### config.mk
export PLATFORM = sky130hd
export DESIGN_NAME = div_sequencer
export DESIGN_NICKNAME = d
export VERILOG_FILES = /design/src/rtl/div_sequencer.sv
export SDC_FILE = /design/constraint.sdc
export NUM_CORES = 1
export LEC_CHECK = 0
export CORE_AREA = 2 2 199 201
export CTS_CLUSTER_DIAMETER = 50
export DETAILED_ROUTE_END_ITERATION = 12
export DIE_AREA = 0 0 201 203
export PLACE_DENSITY = 0.63
export SLEW_MARGIN = 5
export SYNTH_ARGS = -nofsm -noshare
export SYNTH_HDL_FRONTEND = slang
export SYNTH_SLANG_ARGS = --single-unit
### constraint.sdc
create_clock -name clk -period 6.1 [get_ports clk]
set_clock_uncertainty 0.15 [all_clocks]
set_input_delay 1.22 -clock clk [delete_from_list [all_inputs] [get_ports clk]]
set_output_delay 1.22 -clock clk [all_outputs]
set_load 0.02 [all_outputs]
### src/rtl/div_sequencer.sv
// div_sequencer: multi-cycle radix-2 restoring divider with its control FSM.
// It serves signed and unsigned DIV/MOD for the execute stage. It holds the
// pipeline through stallreq_o until a result is ready. A flush on cancel_i
// drops the operation in flight.
//
// Ports
//   clk          clock
//   rst          asynchronous reset, active-low
//   start_i      a DIV/MOD op is waiting in EX (held until ready_o)
//   signed_i     1 = signed operands, 0 = unsigned (sampled at accept)
//   dividend_i   reg1 operand (sampled at accept)
//   divisor_i    reg2 operand (sampled at accept)
//   cancel_i     pipeline flush; aborts any operation
//   stallreq_o   stall request to pipeline control
//   busy_o       FSM not idle
//   ready_o      quotient_o/remainder_o valid this cycle
//   quotient_o   registered quotient
//   remainder_o  registered remainder
//   div_zero_o   last result came from a zero divisor
//
// Optional feature: define DIV_EARLY_OUT_EN to finish immediately with q=0,
// r=dividend whenever |divisor| > |dividend|.
module div_sequencer #(
  parameter int WIDTH = 32
) (
  input  logic             clk,
  input  logic             rst,
  input  logic             start_i,
  input  logic             signed_i,
  input  logic [WIDTH-1:0] dividend_i,
  input  logic [WIDTH-1:0] divisor_i,
  input  logic             cancel_i,
  output logic             stallreq_o,
  output logic             busy_o,
  output logic             ready_o,
  output logic [WIDTH-1:0] quotient_o,
  output logic [WIDTH-1:0] remainder_o,
  output logic             div_zero_o
);

  localparam int CNT_W = (WIDTH > 1) ? $clog2(WIDTH) : 1;
  localparam logic [CNT_W-1:0] CNT_LAST = CNT_W'(WIDTH - 1);
  localparam logic [WIDTH-1:0] ONE      = WIDTH'(1);

  typedef enum logic [1:0] {S_IDLE, S_DIVZERO, S_ON, S_END} state_t;

  state_t           state, state_nxt;
  logic [CNT_W-1:0] cnt;

  // Working registers: the dividend shifts out of dvd_q MSB-first, and the
  // quotient bits shift into it from the LSB end.
  logic [WIDTH-1:0] dvd_q;
  logic [WIDTH-1:0] dvs_q;
  logic [WIDTH-1:0] rem_q;
  logic [WIDTH-1:0] orig_q;
  logic             q_neg;
  logic             r_neg;

  logic             sa, sb;
  logic [WIDTH-1:0] dvd_mag, dvs_mag;
  logic             accept, dvs_zero, early;
  logic [WIDTH:0]   trial;
  logic             qbit;
  logic [WIDTH-1:0] rem_step, quo_step;

  function automatic logic [WIDTH-1:0] neg_if(input logic [WIDTH-1:0] v,
                                              input logic n);
    return n ? ((~v) + ONE) : v;
  endfunction

  // Operand conditioning at accept: a sign counts only in signed mode.
  // -2^(W-1) maps to itself, which reads correctly as the unsigned magnitude.
  assign sa       = signed_i & dividend_i[WIDTH-1];
  assign sb       = signed_i & divisor_i[WIDTH-1];
  assign dvd_mag  = neg_if(dividend_i, sa);
  assign dvs_mag  = neg_if(divisor_i, sb);
  assign accept   = (state == S_IDLE) & start_i & ~cancel_i;
  assign dvs_zero = (divisor_i == '0);

`ifdef DIV_EARLY_OUT_EN
  assign early = ~dvs_zero & (dvs_mag > dvd_mag);
`else
  assign early = 1'b0;
`endif

  // One restoring step: shift in the next dividend bit, then trial-subtract.
  assign trial    = {rem_q, dvd_q[WIDTH-1]} - {1'b0, dvs_q};
  assign qbit     = ~trial[WIDTH];
  assign rem_step = qbit ? trial[WIDTH-1:0] : {rem_q[WIDTH-2:0], dvd_q[WIDTH-1]};
  assign quo_step = {dvd_q[WIDTH-2:0], qbit};

  always_ff @(posedge clk or negedge rst) begin
    if (!rst) begin
      state <= S_IDLE;
    end else begin
      state <= state_nxt;
    end
  end

  always_comb begin
    state_nxt  = state;
    busy_o     = (state != S_IDLE);
    ready_o    = (state == S_END);
    // Gated by rst so every output reads 0 while reset is held.
    stallreq_o = rst & (accept | (state == S_ON) | (state == S_DIVZERO));
    case (state)
      S_IDLE: begin
        if (accept) begin
          if (dvs_zero)   state_nxt = S_DIVZERO;
          else if (early) state_nxt = S_END;
          else            state_nxt = S_ON;
        end
      end
      S_ON:      if (cnt == CNT_LAST) state_nxt = S_END;
      S_DIVZERO: state_nxt = S_END;
      S_END:     state_nxt = S_IDLE;
      default:   state_nxt = S_IDLE;
    endcase
    if (cancel_i) state_nxt = S_IDLE;
  end

  // Control and result registers; results update only on entry to END.
  always_ff @(posedge clk or negedge rst) begin
    if (!rst) begin
      cnt         <= '0;
      quotient_o  <= '0;
      remainder_o <= '0;
      div_zero_o  <= 1'b0;
    end else begin
      cnt <= (state == S_ON && state_nxt == S_ON) ? cnt + CNT_W'(1) : '0;
      if (state_nxt == S_END && state != S_END) begin
        case (state)
          S_DIVZERO: begin
            quotient_o  <= '1;
            remainder_o <= orig_q;
            div_zero_o  <= 1'b1;
          end
          S_ON: begin
            quotient_o  <= neg_if(quo_step, q_neg);
            remainder_o <= neg_if(rem_step, r_neg);
            div_zero_o  <= 1'b0;
          end
          default: begin
            quotient_o  <= '0;
            remainder_o <= dividend_i;
            div_zero_o  <= 1'b0;
          end
        endcase
      end
    end
  end

  // Datapath registers: no reset; they are always loaded at accept before use.
  always_ff @(posedge clk) begin
    if (accept) begin
      dvd_q  <= dvd_mag;
      dvs_q  <= dvs_mag;
      rem_q  <= '0;
      orig_q <= dividend_i;
      q_neg  <= sa ^ sb;
      r_neg  <= sa;
    end else if (state == S_ON) begin
      dvd_q  <= quo_step;
      rem_q  <= rem_step;
    end
  end

endmodule

==> results.md, run 1 <==
* Final setup vio count at 0
* Pre-Repair DR Iteration Count at 5
* Crit Path Max Fanout at 9
* Setup repair after global routing missed its margin: no
* CP max stage delay at 0.46 ns
* Antenna violations before repair at 0
* Share of post-route cells with drive strength above 1 at 6.03%
* Mapped cell area at 13300 sq um
* TNS Setup at 0 ns
* DR WL/cell at 18.2 um
* Status: finished clean
* Setup WS post-layout at 0.695 ns
* First-pass GRT wire length at 62.4 mm
* DRT Wirelength at 39.1 mm
* GP Congestion at 0.874
* Via density at 5.50
* Setup bufs post-CTS at 0
* Maximum vdd ir drop at 245 uV
* Syn nets at 1624
* Number of global-route vias before repair at 11300
* CTS tree: yes
* DP Worst Slack at 0.556 ns
* Vert. Die Dim at 203 um
* Via count at 11800
* Final Net Count at 1717
* Worst Path Buf+Inv at 3
* Power per cell area at 510 nW/um^2
* CP top delay family: compound AO/OA/AOI/OAI gates
* Syn_area_per_cell at 8.83 sq um
* N_diodes at 0
* Clk Tree Root Cell: clkbuf_16
* Crit Path Class: reg -> reg
* Critical Path Slowest Stage Cell: o31ai_2
* Cts bufs inserted at 28
* Top-count cell post-synth: nand2_1
* CTS sink cnt at 202
* Clk slew on worst S/H paths at 0.06 ns
* Distinct cell type count after synthesis at 84
* Worst slew pin tran at 1.05 ns
* Top cells by area, synth: edfxtp_1, dfrtp_1, o21ai_0, xnor2_1, nand2_1
* Yosys warnings at 0
* Asr flop ratio synth at 35.6%
* Clock Latency Late Sink at 0.57 ns
* # hold bufs at CTS at 0
* Leak Pwr at 6.05 nW
* Yosys reg bits at 202
* Placed wire-length estimate at 28.8 mm
* Post-CTS Resized at 0
* WP data required at 6.38 ns
* GRT Overall Usage at 18.8%
* Non-Filler Instances at 2143
* Placed cells at 2092
* Initial drt markers at 883
* Initial Util at 34.7%
* Horiz. Die Dim at 201 um
* CORE AREA at 38500 sq um
* Final critical-path required period at 5.41 ns
* DIE AREA at 40800 sq um
* Post-synth EDFFs at 98
* Sequential-to-total area share from yosys stat at 40.4%
* Synth cell count leaders: nand2_1, o21ai_0, a21oi_1
* Largest area contributor in the netlist: edfxtp_1
* Total grt overflow at 0
* Fin. Hold Viols at 0
* Crit path cell chain: inv_1 -> ha_1 -> fa_1 -> nand2b_1 -> a21oi_1 -> o31ai_1 -> a21o_1 -> o211a_1 -> inv_2 -> buf_4 -> nor2_1 -> a21oi_1 -> ha_1 -> nand2_1 -> or3_1 -> or2_1 -> o31ai_2 -> nand4_1 -> o21ai_0 -> xnor2_1 -> o22ai_1
* Endpoint type of the worst setup path: flip-flop
* Final Core Density at 41.5%
* Placed inst area at 15100 sq um
* Finished layout cell area at 16000 sq um
* Cells after synthesis at 1511
* Worst Setup Start Kind: flip-flop
* Area growth, synth to finish at 19.7%
* Port bufs at 136
* Synth Flop Type: edfxtp_1
* Std-Cell Rows at 72
* Max-Slew Margin vs Limit at 30.2%
* DRT antenna net count at 0
* H-tree depth at 1
* I/O Pins at 137
* Highest clock rate at 185 MHz
* Longest Clk Path Bufs at 3
* Area share of the largest cell type after synthesis at 22.1%
* Worst hold path class: reg -> reg
* Slew Limit Fails at 0
* Worst Path Arrival at 5.69 ns
* Max-Cap Viols at 0
* Final period util at 88.6%
* Largest net degree at the start of global routing at 79
* Drt drc at 0
kinds of logic (layout without fill, tap and decap cells):
family	after synthesis	after routing	synth area share (%)
AND/OR/NAND/NOR	464	464	16.6
flip-flops	202	202	40.4
adder cells (fa/ha/maj)	44	44	4.18
XOR/XNOR	145	145	9.52
multiplexers	28	28	2.15
AO/OA/AOI/OAI	481	481	22.6
buffers and inverters	147	261	4.60
registers in the layout, summed over array words and instances, names as in the netlist:
name / flops
cnt: 5
div_zero_o: 1
dvd_q: 32
dvs_q: 32
orig_q: 32
q_neg: 1
quotient_o: 32
r_neg: 1
rem_q: 32
remainder_o: 32
state: 2
metrics by stage:
stage               hold slack [ns]  total power [mW]
finish                        0.316              8.14
global route                  0.355              8.71
CTS                           0.324              8.14
detailed placement            0.315              6.57
global placement              0.294              6.51
floorplan                     0.283              5.20
area by class of cell:
| type | count | area, sq um |
|---|---|---|
| clock buffer | 35 | 757 |
| clock inverter | 16 | 130 |
| fill | 3815 | 22500 |
| inverter | 58 | 220 |
| multi-input combinational | 1162 | 7350 |
| sequential | 202 | 5390 |
| tap | 518 | 648 |
| timing repair buffer | 152 | 1480 |
cell usage in the layout, fill, tap and decap left out, types with 6 or more instances in the layout:
master             n
nand2_1          171
o21ai_0          155
clkdlybuf4s50_1  135
a21oi_1          123
nor2_1           115
edfxtp_1          98
xnor2_1           85
dfrtp_1           72
xor2_1            60
inv_1             54
ha_1              42
a211oi_1          34
dfxtp_1           32
o31ai_1           31
nor3_1            28
clkbuf_16         28
mux2i_1           23
nand3_1           20
or3_1             17
buf_4             17
a21o_1            16
nand2b_1          16
and2_1            13
nor4_1            13
o41ai_1           13
nand4_1           12
or4_1             12
a31oi_1           12
nor2b_1           12
o221ai_1          11
o21ai_1           10
a221oi_1          10
and4_1             8
o22ai_1            7
and3_1             6
path summary, 6_finish.rpt:
kind | cells after the start | to | slack [ns] | start
max | 21 | remainder_o[26]$_DFFE_PN0P_ | 0.69 | dvd_q[31]$_DFFE_PP_
min | 1 | cnt[0]$_DFF_PN0_ | 0.32 | cnt[0]$_DFF_PN0_
max reg2reg | 21 | remainder_o[26]$_DFFE_PN0P_ | 0.69 | dvd_q[31]$_DFFE_PP_
min reg2reg | 1 | cnt[0]$_DFF_PN0_ | 0.32 | cnt[0]$_DFF_PN0_
max in group asynchronous | 2 | remainder_o[0]$_DFFE_PN0P_ | 4.34 | rst
min in group asynchronous | 2 | quotient_o[26]$_DFFE_PN0P_ | 0.76 | rst
layer usage:
metal	vias to the layer above	part of all wire, %	global-route usage [%]	routed length, um
li1	5710	-	-	-
met1	5672	46	25.5	17900
met2	331	47	31.5	18200
met3	73	4.6	2.12	1800
met4	0	2.9	5.93	1130
met5	-	0	0	0
report_power, final:
part	switching, mW	internal (mW)
combinational	2.65	1.64
sequential	0.407	1.90
clock	0.646	0.892
(Power assumes the default switching activity.)
==> inputs of run 2 (changes only) <==
==> config.mk (replaced) <==
export PLATFORM = sky130hd
export DESIGN_NAME = div_sequencer
export DESIGN_NICKNAME = d
export VERILOG_FILES = /design/src/rtl/div_sequencer.sv
export SDC_FILE = /design/constraint.sdc
export NUM_CORES = 1
export LEC_CHECK = 0
export CORE_AREA = 2 2 159 161
export CTS_CLUSTER_DIAMETER = 50
export DETAILED_ROUTE_END_ITERATION = 12
export DIE_AREA = 0 0 161 163
export PLACE_DENSITY = 0.87
export SYNTH_ARGS = -nofsm -noshare
export SYNTH_HDL_FRONTEND = slang
export SYNTH_SLANG_ARGS = --single-unit
==> run 2 against run 1 <==
  * Total power grew 0.46%
  * Core utilization grew 22 points
  * Highest routed layer unchanged
  * Register-to-register slack gained 0.17 ns
  * Cell count shrank 9.0%
  * Die area shrank 36%
  * Sequential share of layout area grew 0.51 points
  * Global-route usage grew 9.2 points
  * Clock power is essentially flat
  * Critical endpoint unchanged
  * Routed wire length shrank 3.7%
  * Critical path depth is the same
  * Combinational power is essentially flat
==> results.md, run 2 (synthesis gave the netlist of run 1 again) <==
* Status: finished clean
* Final critical-path required period at 5.24 ns
* Area growth, synth to finish at 17.9%
* Crit path cell chain: inv_1 -> ha_1 -> fa_1 -> nand2b_1 -> a21oi_1 -> buf_4 -> o31ai_1 -> a21boi_1 -> o211a_1 -> inv_2 -> nor2_1 -> a21oi_1 -> ha_1 -> nand2_1 -> or3_1 -> or2_1 -> o31ai_2 -> nand4_1 -> o21ai_0 -> xnor2_1 -> o22ai_1
* Power per cell area at 520 nW/um^2
* Via density at 6.31
* Clk pwr share at 19.3%
* DIE AREA at 26200 sq um
* N_diodes at 0
* Crit path launch: dvd_q[31]$_DFFE_PP_
* Largest net degree at the start of global routing at 100
* Leak Pwr at 6.05 nW
* # hold bufs at CTS at 0
* Internal power at 4.51 mW
* DRT Wirelength at 37.7 mm
* Post-CTS Resized at 0
* H-tree depth at 1
* Crit Path Max Fanout at 13
* Clk slew on worst S/H paths at 0.06 ns
* CP max stage delay at 0.48 ns
* First-pass GRT wire length at 59.9 mm
* Highest clock rate at 191 MHz
* Switching power at 3.66 mW
* Final Net Count at 1715
* Vert. Die Dim at 163 um
* Endpoint type of the worst setup path: flip-flop
* Std-Cell Rows at 58
* Worst Setup Start Kind: flip-flop
* Setup repair after global routing missed its margin: no
* Horiz. Die Dim at 161 um
* CTS tree: yes
* Hold path start: cnt[0]$_DFF_PN0_
* Worst Path Arrival at 5.51 ns
* Worst slew pin tran at 1.07 ns
* Sequential share of power at 28.0%
* Most frequent cells in the layout: nand2_1, o21ai_0, clkdlybuf4s50_1
* DRT antenna net count at 0
* Final setup vio count at 0
* Fin. Hold Viols at 0
* Placed wire-length estimate at 27.0 mm
* Cts bufs inserted at 25
* Placed cells at 1905
* Commonest non-fill, non-tap cell in the layout: nand2_1
* DR WL/cell at 19.3 um
* Max-Slew Margin vs Limit at 28.9%
* Worst Path Buf+Inv at 3
* GRT Overall Usage at 28.0%
* Total grt overflow at 0
* Drt drc at 0
* Slew Limit Fails at 0
* Final period util at 85.9%
* GP Congestion at 0.931
* Pre-Repair DR Iteration Count at 6
* Number of global-route vias before repair at 11700
* Share of post-route cells with drive strength above 1 at 5.80%
* Critical Path Slowest Stage Cell: o31ai_2
* Non-Filler Instances at 1950
* Port bufs at 136
* Sw frac at 44.8%
* Worst hold path class: reg -> reg
* R2r startpoint: dvd_q[31]$_DFFE_PP_
* Antenna violations before repair at 0
* WP data required at 6.37 ns
* Fillcell total at 1957
* Initial Util at 54.1%
* CTS sink cnt at 202
* CORE AREA at 24700 sq um
* TNS Setup at 0 ns
* Comb pwr share at 52.8%
* Via count at 12300
* Longest Clk Path Bufs at 3
* Setup bufs post-CTS at 0
* Clock Latency Late Sink at 0.55 ns
* Hold slack at 0.312 ns
* Initial drt markers at 1294
* Maximum vdd ir drop at 231 uV
* Max-Cap Viols at 0
* I/O Pins at 137
* CP top delay family: compound AO/OA/AOI/OAI gates
* Clk Tree Root Cell: clkbuf_16
* Crit Path Class: reg -> reg
==> run 2: cell type report <==
cell class                      count  area (sq um)  area share [%]
Tap cell                          330           413            2.62
Clock inverter                     14           189            1.20
Clock buffer                       31           689            4.38
Timing Repair Buffer              153          1490            9.45
Sequential cell                   202          5390            34.2
Inverter                           58           219            1.39
Multi-Input combinational cell   1162          7350            46.7
==> run 2: metal layers <==
layer,track usage (%),wire [um],up-vias
met2,46.7,17800,637
met5,0,0,-
li1,-,-,5717
met3,4.10,3230,103
met4,11.1,1350,0
met1,37.0,15300,5847
==> run 2: power by group through the flow <==
stage	Sequential [mW]	Combinational, mW	Clock (mW)
floorplan	2.36	2.84	0
global placement	2.28	4.09	0
detailed placement	2.29	4.20	0
CTS	2.27	4.25	1.58
global route	2.33	4.69	1.63
finish	2.29	4.31	1.57
==> run 2: metrics by stage <==
stage | setup WS [ns] | power (mW) | cell area [sq um] | utilization, %
floorplan | 1.17 | 5.20 | 13300 | -
global placement | 0.759 | 6.37 | 14900 | 60.2
detailed placement | 0.559 | 6.49 | 14900 | 60.2
CTS | 0.996 | 8.10 | 15700 | 63.8
global route | 0.516 | 8.65 | 15700 | 63.8
finish | 0.863 | 8.18 | 15700 | 63.8
==> run 2: path summary, 6_finish.rpt <==
kind | slack, ns | depth (start not counted) | endpoint
min in group asynchronous | 0.81 | 2 | quotient_o[3]$_DFFE_PN0P_
min | 0.31 | 1 | cnt[0]$_DFF_PN0_
max in group asynchronous | 4.32 | 2 | cnt[4]$_DFF_PN0_
min reg2reg | 0.31 | 1 | cnt[0]$_DFF_PN0_
max reg2reg | 0.86 | 21 | remainder_o[26]$_DFFE_PN0P_
max | 0.86 | 21 | remainder_o[26]$_DFFE_PN0P_
==> inputs of run 3 (changes only) <==
--- a/config.mk
+++ b/config.mk
@@ -9,7 +9,8 @@
 export CTS_CLUSTER_DIAMETER = 50
 export DETAILED_ROUTE_END_ITERATION = 12
 export DIE_AREA = 0 0 161 163
-export PLACE_DENSITY = 0.87
+export DONT_BUFFER_PORTS = 1
+export PLACE_DENSITY = 0.8
 export SYNTH_ARGS = -nofsm -noshare
 export SYNTH_HDL_FRONTEND = slang
 export SYNTH_SLANG_ARGS = --single-unit
==> run 3 against run 2 <==
  * Non-clock buffer count fell by 141
  * Critical endpoint is now remainder_o[30]$_DFFE_PN0P_
  * Combinational power fell by 16%
  * Count of clock-buffer cells in the layout rose by 2
  * Highest routed layer unchanged
  * Sequential share of layout area rose by 3.4 points
  * Fmax rose by 2.4%
  * Design area fell by 9.2%
  * Setup slack improved by 0.12 ns
  * Cell count fell by 7.1%
  * First-iteration DRC count fell by 17%
  * Via count fell by 7.3%
  * Routed wire length fell by 4.2%
  * Total power fell by 6.9%
==> results.md, run 3 (synthesis gave the netlist of run 1 again) <==
* Max-Slew Margin vs Limit at 28.8%
* Endpoint type of the worst setup path: flip-flop
* Horiz. Die Dim at 161 um
* Setup WS post-layout at 0.984 ns
* N_diodes at 0
* Post-CTS Resized at 0
* Final Net Count at 1575
* CP top delay family: compound AO/OA/AOI/OAI gates
* Worst hold path class: in -> async
* Final period util at 83.9%
* Vert. Die Dim at 163 um
* Area growth, synth to finish at 7.13%
* Crit Path Class: reg -> reg
* DRT antenna net count at 0
* Std-Cell Rows at 58
* Worst slew pin tran at 1.07 ns
* WP data required at 6.36 ns
* TNS Setup at 0 ns
* Status: finished clean
* H-tree depth at 1
* Setup repair after global routing missed its margin: no
* Via density at 6.30
* Critical Path Slowest Stage Cell: o31ai_2
* Via count at 11400
* CORE AREA at 24700 sq um
* Clock Latency Late Sink at 0.54 ns
* I/O Pins at 137
* CP max stage delay at 0.50 ns
* GRT Overall Usage at 26.9%
* Placed wire-length estimate at 26.0 mm
* Clk Tree Root Cell: clkbuf_16
* Commonest non-fill, non-tap cell in the layout: nand2_1
* Largest net degree at the start of global routing at 99
* Power per cell area at 533 nW/um^2
* Crit path cell chain: inv_1 -> ha_1 -> fa_1 -> nand2b_1 -> a21oi_1 -> o31ai_1 -> a21o_1 -> o211a_1 -> inv_2 -> nor2_1 -> a21oi_1 -> ha_1 -> nand2_1 -> or3_1 -> or2_1 -> o31ai_2 -> nand4_1 -> o41ai_2 -> xnor2_1 -> o22ai_1
* Antenna violations before repair at 0
* First-pass GRT wire length at 57.7 mm
* Number of global-route vias before repair at 11000
* Maximum vdd ir drop at 513 uV
* # hold bufs at CTS at 0
* Most frequent cells in the layout: nand2_1, o21ai_0, a21oi_1
* Initial drt markers at 1070
* DRT Wirelength at 36.1 mm
* DP Worst Slack at 1.06 ns
* Drt drc at 0
* Setup bufs post-CTS at 0
* DR WL/cell at 19.9 um
* CTS sink cnt at 202
* GP Congestion at 0.917
* Fin. Hold Viols at 0
* Initial Util at 54.1%
* Leak Pwr at 5.48 nW
* Pre-Repair DR Iteration Count at 8
* Highest clock rate at 195 MHz
* Longest Clk Path Bufs at 3
* Crit Path Max Fanout at 10
* Cts bufs inserted at 26
* Worst Path Buf+Inv at 2
* Final critical-path required period at 5.12 ns
* Worst Path Arrival at 5.37 ns
* CTS tree: yes
* Total grt overflow at 0
* Worst Setup Start Kind: flip-flop
* Port bufs at 0
* Share of post-route cells with drive strength above 1 at 6.07%
* Slew Limit Fails at 0
* Max-Cap Viols at 0
* Clk slew on worst S/H paths at 0.06 ns
* Final setup vio count at 0
* DIE AREA at 26200 sq um
-- run 3: cell count changes in the layout (fill, tap and decap cells not counted) --
cell / change
clkdlybuf4s50_1: -135
buf_4: -6
clkinv_1: -1
inv_16: -1
bufinv_16: -3
clkbuf_1: +2
clkinv_2: -2
clkinvlp_4: +4
clkinv_8: +1
inv_6: +3
-- run 3: through the flow --
stage	hold slack, ns	cells	cell area (sq um)	util [%]	power [mW]
floorplan	0.283	1511	13300	-	5.20
global placement	0.302	1764	13500	54.5	5.98
detailed placement	0.332	1764	13500	54.5	6.06
CTS	0.211	1812	14300	57.9	7.57
global route	0.206	1812	14300	57.9	8.12
finish	0.223	1812	14300	57.9	7.61
-- run 3: power by group --
group	total [mW]	switching, mW	internal [mW]
Clock	1.47	0.613	0.861
Combinational	3.61	2.30	1.31
Sequential	2.52	0.622	1.90
-- run 3: layout make-up --
| type | count | area [sq um] |
|---|---|---|
| inverter | 58 | 220 |
| sequential | 202 | 5390 |
| clock inverter | 15 | 136 |
| tap | 330 | 413 |
| clock buffer | 33 | 697 |
| multi-input combinational | 1162 | 7350 |
| fill | 2191 | 10400 |
| timing repair buffer | 12 | 90.1 |
-- run 3: worst reg2reg max path, stage by stage (launching register included) --
cell and delay (ns):
edfxtp_1 0.40, inv_1 0.06, ha_1 0.22, fa_1 0.40, nand2b_1 0.19, a21oi_1 0.33, o31ai_1 0.21, a21o_1 0.21
o211a_1 0.15, inv_2 0.15, nor2_1 0.06, a21oi_1 0.23, ha_1 0.29, nand2_1 0.06, or3_1 0.32, or2_1 0.25
o31ai_2 0.50, nand4_1 0.28, o41ai_2 0.30, xnor2_1 0.15, o22ai_1 0.09
-- run 3: routing by layer --
layer | track usage, % | wire length [um]
met5 | 0 | 0
met1 | 34.0 | 14800
met3 | 7.59 | 3420
met4 | 9.09 | 1070
met2 | 44.7 | 16800
-- run 3: path summary, 6_finish.rpt --
check,from,to,slack (ns),cells after the start
setup / recovery,dvd_q[31]$_DFFE_PP_,remainder_o[30]$_DFFE_PN0P_,0.98,20
hold / removal,rst,quotient_o[10]$_DFFE_PN0P_,0.22,0
setup reg to reg,dvd_q[31]$_DFFE_PP_,remainder_o[30]$_DFFE_PN0P_,0.98,20
hold reg to reg,cnt[0]$_DFF_PN0_,cnt[0]$_DFF_PN0_,0.33,1
max in group asynchronous,rst,remainder_o[29]$_DFFE_PN0P_,5.45,0
min in group clk,cnt[0]$_DFF_PN0_,cnt[0]$_DFF_PN0_,0.33,1
